File: src/rtl/wb_arbiter.sv
// wb_arbiter: merges a single-cycle A result stream and a buffered B result stream onto one register-file write port
module wb_arbiter #(
  parameter int FIFO_DEPTH = 4,
  parameter int STARVE_MAX = 3
) (
  input  logic        clk,
  input  logic        rst,
  input  logic        a_valid,
  input  logic [4:0]  a_rd,
  input  logic [31:0] a_data,
  output logic        a_ready,
  input  logic        b_valid,
  input  logic [4:0]  b_rd,
  input  logic [31:0] b_data,
  output logic        b_ready,
  output logic        we,
  output logic [4:0]  rwaddr,
  output logic [31:0] din,
  output logic [31:0] pend_mask
);
  localparam int AW = $clog2(FIFO_DEPTH);
  localparam int CW = AW + 1;
  localparam int SW = $clog2(STARVE_MAX + 2);
  logic [4:0]    r_rd   [FIFO_DEPTH];
  logic [31:0]   r_data [FIFO_DEPTH];
  logic [AW-1:0] r_wp, r_rp;
  logic [CW-1:0] r_cnt;
  logic [SW-1:0] r_starve;
  logic          w_empty, w_force, w_push, w_take_a, w_pop, w_sel;
  logic [4:0]    w_sel_rd;
  logic [31:0]   w_sel_data;
  logic [AW-1:0] w_off;
  assign w_empty    = r_cnt == '0;
  assign w_force    = (r_starve == SW'(STARVE_MAX)) && !w_empty;
  assign a_ready    = !w_force;
  assign b_ready    = r_cnt < CW'(FIFO_DEPTH);
  assign w_push     = b_valid && b_ready;
  assign w_take_a   = a_valid && !w_force;
  assign w_pop      = !w_empty && !w_take_a;
  assign w_sel      = w_take_a || w_pop;
  assign w_sel_rd   = w_take_a ? a_rd : r_rd[r_rp];
  assign w_sel_data = w_take_a ? a_data : r_data[r_rp];
  // FIFO pointers, occupancy and the B starvation counter
  always_ff @(posedge clk) begin
    if (rst) begin
      r_wp     <= '0;
      r_rp     <= '0;
      r_cnt    <= '0;
      r_starve <= '0;
    end else begin
      if (w_push) r_wp <= r_wp + AW'(1);
      if (w_pop) r_rp <= r_rp + AW'(1);
      r_cnt    <= r_cnt + CW'(w_push) - CW'(w_pop);
      r_starve <= (w_empty || w_pop) ? '0 :
                  (w_take_a && r_starve != SW'(STARVE_MAX)) ? r_starve + SW'(1) : r_starve;
    end
  end
  // FIFO storage; stale slots are masked by the occupancy count so no reset is needed
  always_ff @(posedge clk) begin
    if (w_push) begin
      r_rd[r_wp]   <= b_rd;
      r_data[r_wp] <= b_data;
    end
  end
  // registered write port; x0 targets and idle cycles keep the previous address/data
  always_ff @(posedge clk) begin
    if (rst) begin
      we     <= 1'b0;
      rwaddr <= '0;
      din    <= '0;
    end else begin
      we <= w_sel && w_sel_rd != '0;
      if (w_sel && w_sel_rd != '0) begin
        rwaddr <= w_sel_rd;
        din    <= w_sel_data;
      end
    end
  end
  // destination registers still owed by buffered B entries
  always_comb begin
    pend_mask = '0;
    w_off     = '0;
    for (int i = 0; i < FIFO_DEPTH; i++) begin
      w_off = AW'(i) - r_rp;
      if ({1'b0, w_off} < r_cnt) pend_mask[r_rd[i]] = 1'b1;
    end
    pend_mask[0] = 1'b0;
  end
endmodule

File: config.mk
export PLATFORM = sky130hd
export DESIGN_NAME = wb_arbiter
export DESIGN_NICKNAME = d
export VERILOG_FILES = /design/src/rtl/wb_arbiter.sv
export SDC_FILE = /design/constraint.sdc
export NUM_CORES = 1
export LEC_CHECK = 0
export ABC_AREA = 1
export ABC_CLOCK_PERIOD_IN_PS = 4090
export CORE_ASPECT_RATIO = 1.5
export CORE_UTILIZATION = 54
export CTS_CLUSTER_DIAMETER = 30
export DETAILED_ROUTE_END_ITERATION = 16
export PLACE_DENSITY = 0.83
export REMOVE_ABC_BUFFERS = 1
export SYNTH_ARGS = -nofsm -noshare
export SYNTH_HDL_FRONTEND = slang
export SYNTH_SLANG_ARGS = --single-unit
File: constraint.sdc
create_clock -name clk -period 4.09 [get_ports clk]
set_input_delay 1.227 -clock clk [delete_from_list [all_inputs] [get_ports clk]]
set_output_delay 1.227 -clock clk [all_outputs]
set_load 0.01 [all_outputs]
; Yosys cells after proc, flatten, opt, wreduce, memory -nomap -nowiden
; Memory sizes are Yosys's and may differ from the RTL's. A register that Yosys moved wholly into a read port is not among the register bits.
; Cells that the tools add are included.
[classes]
add_sub_neg = 9
mul = 0
div_mod_pow = 0
order_cmp = 13
n_eq_ne = 2
shift = 0
muxes = 20
bitwise_logic = 3
n_reduce_logical = 18
[op_table]
columns = operator, count
row1 = $mux 32, 5
row2 = $or 32x32->32, 3
row3 = $lt 5x6->1 const B, 4
row4 = $demux 1 s5, 4
row5 = $ge 5x1->1 const B, 4
row6 = $lt 2x3->1, 4
row7 = $logic_and 1x1->1, 10
row8 = $mux 2, 4
row9 = $mux 1, 6
row10 = $mux 5, 1
row11 = $reduce_bool 5->1, 1
row12 = $add 2x1->2 const B, 2
row13 = $sub 1x2->2 const A, 2
row14 = $sub 2x2->2 const A, 2
row15 = $add 3x1->3, 1
row16 = $add 3x1->3 const B, 1
row17 = $eq 3x2->1 const B, 1
row18 = $logic_not 1->1, 3
row19 = $logic_not 3->1, 1
row20 = $lt 3x3->1 const B, 1
row21 = $ne 3x2->1 const B, 1
row22 = $sub 3x1->3, 1
row23 = $logic_or 1x1->1, 2
row24 = $reduce_or 2->1, 1
[totals]
ff_bits = 48
latch_bits = 0
ram_bits = 148
rom_bits = 0
output_inout_bits = 72
mem_count = 2
[mem_list]
columns = memory, depth, width, rd, rd_ports_with_merged_regs, write_ports, line
row1 = r_data, 4, 32, 1, 1, 1, 25  ; logic [31:0] r_data [FIFO_DEPTH];
row2 = r_rd, 4, 5, 5, 1, 1, 24  ; logic [4:0] r_rd [FIFO_DEPTH];

; Logic depth before layout (Yosys ltp)
; An unclocked memory read counts as a cell.
[logic_depth]
ltp_word = 12
mapped_depth = 14
ltp_nobuf = 14

; Least setup slack after synthesis
; Ideal clock, no wire load.
[synth_timing]
path_kind = input-to-reg
from = in b_valid
to = mem r_data[0][0] (enable)
setup_time_ps = 431
arrival_time_ps = 2964
t_required_ps = 3659
path_slack_ps = 695
cell_stages = 2
path_buffers = 0
path_cell_list = nand2_1 > nor2_1
[synth_between]
elab_chain_cells = 3
[synth_rtl]
columns = item, line
row1 = from (decl), 12  ; input logic b_valid,
row2 = $logic_and 1x1->1, 37  ; assign w_push = b_valid && b_ready;
row3 = $mux 1, 60  ; if (w_push) begin
row4 = $mux 1 (implied by the code), 62  ; r_data[r_wp] <= b_data;
row5 = to (decl), 25
; Every way passes these cells.

; Final worst setup path
[layout_timing]
from = reg r_cnt[1]
to = out pend_mask[24]
[layout_between]
elab_chain_cells = 8
elab_cells_between_ends = 11
[layout_rtl]
columns = item, line
row1 = from (decl), 27  ; logic [CW-1:0] r_cnt;
row2 = from (signal assigned), 53  ; r_cnt <= r_cnt + CW'(w_push) - CW'(w_pop);
row3 = $lt 2x3->1, 85  ; if ({1'b0, w_off} < r_cnt) pend_mask[r_rd[i]] = 1'b1;
row4 = $mux 32, 85
row5 = $or 32x32->32 (no source line), -
row6 = $mux 32, 85
row7 = $or 32x32->32 (no source line), -
row8 = $mux 32, 85
row9 = $or 32x32->32 (no source line), -
row10 = $mux 32 (*), 85
row11 = to (decl), 19  ; output logic [31:0] pend_mask
; Every way passes the cells marked *; elsewhere a longest branch is shown, timed or not.

==> metrics.json <==
{
  "outcome": "complete, no violations",
  "critPathKind": "flip-flop to primary output",
  "synthDominantAreaCellType": "sky130_fd_sc_hd__edfxtp_1",
  "core_um2": 16300,
  "max_slew.worst_pin.slew_ps": 760,
  "layout.cell_area.non_filler_um2": 11500,
  "post_synth_edffs": 148,
  "placement.io_buffers": 148,
  "total_leakage_power_nw": 4.58,
  "post-route-worst-setup-slack_ps": 143,
  "cap_viol_max_count": 0,
  "synth.most_common_cell": "sky130_fd_sc_hd__nand2_1",
  "htreeDepth": 4,
  "power_density_nw_per_um2": 587,
  "drc": 0,
  "synth.ff_latch_count": 198,
  "peakVddDrop_mv": 0.348,
  "ranking_of_synthesized_cells_by_area": "sky130_fd_sc_hd__edfxtp_1 (49%), sky130_fd_sc_hd__dfxtp_1 (11%), sky130_fd_sc_hd__nand2_1 (8.9%), sky130_fd_sc_hd__o21ai_0 (4.2%), sky130_fd_sc_hd__nor2_1 (4.0%)",
  "hold_crit_path_type": "flip-flop to flip-flop",
  "dieArea_um2": 17300,
  "post_cts_hold_buffer_count": 0,
  "r2r_slack_ps": 1040,
  "final_layout_size_suffix_gt1_share_pct": 8.28,
  "finish.net_count": 1201,
  "dpl_cell_area_um2": 10800,
  "place.detailed.hpwl_um": 18200,
  "grt_antenna_before_repair": 0,
  "die_width_um": 108,
  "max_freq_mhz": 253,
  "finalSetupViolCount": 0,
  "synthCells": 961,
  "post-route-min-period_ps": 3950,
  "routed_wl_um": 26700,
  "fin_worst_hold_slack_ps": 464,
  "tritoncts.num_buffers": 17,
  "final-max-slew-violation-count": 0,
  "crit_path_max_incr_delay_ps": 560,
  "number_of_violations_reported_at_the_end_of_detailed_routing_iteration_0": 569,
  "final_min_period_over_clock_period_pct": 96.5,
  "gr-usage-all-layers_pct": 31.7,
  "synthTopCellsByCount": "sky130_fd_sc_hd__nand2_1 (215), sky130_fd_sc_hd__edfxtp_1 (148), sky130_fd_sc_hd__nor2_1 (97), sky130_fd_sc_hd__inv_1 (78), sky130_fd_sc_hd__o21ai_0 (76)",
  "grt_overflow": 0,
  "antenna_cells_inserted": 0,
  "worst_setup_path_end_kind": "primary output",
  "first_pass_iters": 5,
  "critPathSlowestCell": "sky130_fd_sc_hd__clkdlybuf4s50_1",
  "yosysUniqueCellTypes": 34,
  "cts_tree": "built",
  "dr_total_vias": 7843,
  "insertion_delay_ps": 440,
  "die_height_um": 161,
  "initial_utilization_pct": 55.6,
  "layout_overhead_on_the_synthesized_area_pct": 26.9,
  "clockBufferDepth": 2,
  "crit_chain": "inv_1 > ha_1 > nand3_1 > o21ai_2 > nor2_1 > inv_1 > o22ai_1 > a21oi_1 > nand2_1 > clkdlybuf4s50_1",
  "ys_warn_count": 0,
  "hold_viol_final": 0,
  "post_drt_via_cell_ratio": 5.90,
  "path_max_fanout": 6,
  "grt_max_degree": 44,
  "timing.max_slew.rel_slack_pct": 49.3,
  "grt_pass1_vias": 7719,
  "synthesis.area_um2": 9070,
  "placementRows": 57,
  "synth_sequential_area_ratio_pct": 60.0,
  "dp_slack_ps": 314,
  "critical_path.most_common_cell": "sky130_fd_sc_hd__inv_1",
  "synthDominantCellAreaShare_pct": 49.0,
  "wire_per_inst_um": 20.1,
  "kind_of_launch_point_of_the_worst_setup_path": "flip-flop",
  "cts.clk_slew.worst_paths_ps": 80,
  "clock_tree.root_cell": "sky130_fd_sc_hd__clkbuf_16",
  "cts.sink_count": 198,
  "timing.critical_path.max_delay_family": "buffers and inverters",
  "clock-skew-final_ps": 16.0,
  "gp_congestion": 0.973,
  "pin_count": 150,
  "async_flop_share_pct": 0,
  "grt_first_pass_wirelength_um": 40900,
  "worst-endpoint-required_ps": 2860,
  "final_antenna_net_count": 0,
  "number_of_inserted_filler_cells_in_the_final_layout": 1189,
  "crit_arrival_ps": 2720,
  "synth_area_per_cell_um2": 9.44,
  "synthFlopType": "sky130_fd_sc_hd__edfxtp_1",
  "crit_buf_inv": 3
}
## placed cells by master, fill, tap and decap left out, drive strengths merged, types with 12 or more instances in the layout
master | netlist | layout
dfxtp | 50 | 50
o21ai | 78 | 78
nand3 | 62 | 62
a21oi | 51 | 51
nand2 | 219 | 219
inv | 79 | 87
o22ai | 38 | 38
clkdlybuf4s50 | 0 | 135
clkbuf | 36 | 17
o221ai | 13 | 13
dlymetal6s2s | 0 | 12
edfxtp | 148 | 148
buf | 12 | 31
a22oi | 17 | 17
ha | 12 | 12
nor2 | 100 | 100
nor3 | 26 | 26
## timing repair
action | CTS | global route
pin swaps | 1 | 0
endpoints found under the setup margin | 12 | 31
setup buffers | 1 | 0
resized for setup | 4 | 24
## flip-flops by register name, indices dropped and copies added (netlist names), named ones only
signal	count
r_rp	2
r_starve	3
r_cnt	3
din	32
r_data	128
we	1
r_rd	20
rwaddr	5
r_wp	2
## per-stage QoR
stage / TNS (ps) / instances / total power (W) / utilization, %
global route: -5.25 / 1329 / 0.00709 / 70.5
floorplan: 0 / 913 / 0.00395 / -
global placement: 0 / 1296 / 0.00498 / 66.4
finish: 0 / 1329 / 0.00676 / 70.5
CTS: 0 / 1329 / 0.00672 / 70.1
detailed placement: 0 / 1296 / 0.00503 / 66.4
## kinds of logic (layout without fill, tap and decap cells)
| logic type | after synthesis | in the layout | synth area share (%) |
|---|---|---|---|
| AND/OR/NAND/NOR | 409 | 409 | 18.6 |
| AO/OA/AOI/OAI | 208 | 208 | 13.4 |
| flip-flops | 198 | 198 | 60.0 |
| buffers and inverters | 129 | 291 | 5.78 |
| adder cells (fa/ha/maj) | 13 | 13 | 1.88 |
| XOR/XNOR | 3 | 3 | 0.290 |
| other | 1 | 1 | 0.0413 |
## worst register-to-register path: cells and delay by family (launching register included)
| family | cells | cell delay (ps) |
|---|---|---|
| buffers and inverters | 2 | 800 |
| and+or+nand+nor | 4 | 680 |
| AOI/OAI and AO/OA | 3 | 660 |
| DFF | 1 | 820 |
## layout make-up
type | count | area, um^2 | share of cell area, %
inverters | 81 | 304 | 2.64
clock inverters | 15 | 181 | 1.58
flip-flops and latches | 198 | 5450 | 47.4
repair buffers | 178 | 1730 | 15.0
multi-input cells | 634 | 3160 | 27.4
well taps | 206 | 258 | 2.24
clock buffers | 17 | 425 | 3.70
## where the power goes
part	switching [W]	internal (W)
Clock	0.000860	0.000834
Combinational	0.00149	0.000908
Sequential	0.000182	0.00248
## path summary, 6_finish.rpt
kind,from,to,cells past startpoint
setup / recovery,r_cnt[1],pend_mask[24],10
hold / removal,din[5],din[5],2
setup reg to reg,flip-flop,din[4],9
hold reg to reg,din[5],din[5],2
## per-layer routing
metal / global-route usage [%] / up-vias / routed length [um]
met2: 56.1 / 386 / 14100
li1: - / 3638 / -
met3: 5.40 / 76 / 1620
met5: 0 / - / 0
met1: 36.1 / 3743 / 9910
met4: 16.3 / 0 / 1030
Power figures use the tool's default switching activity.
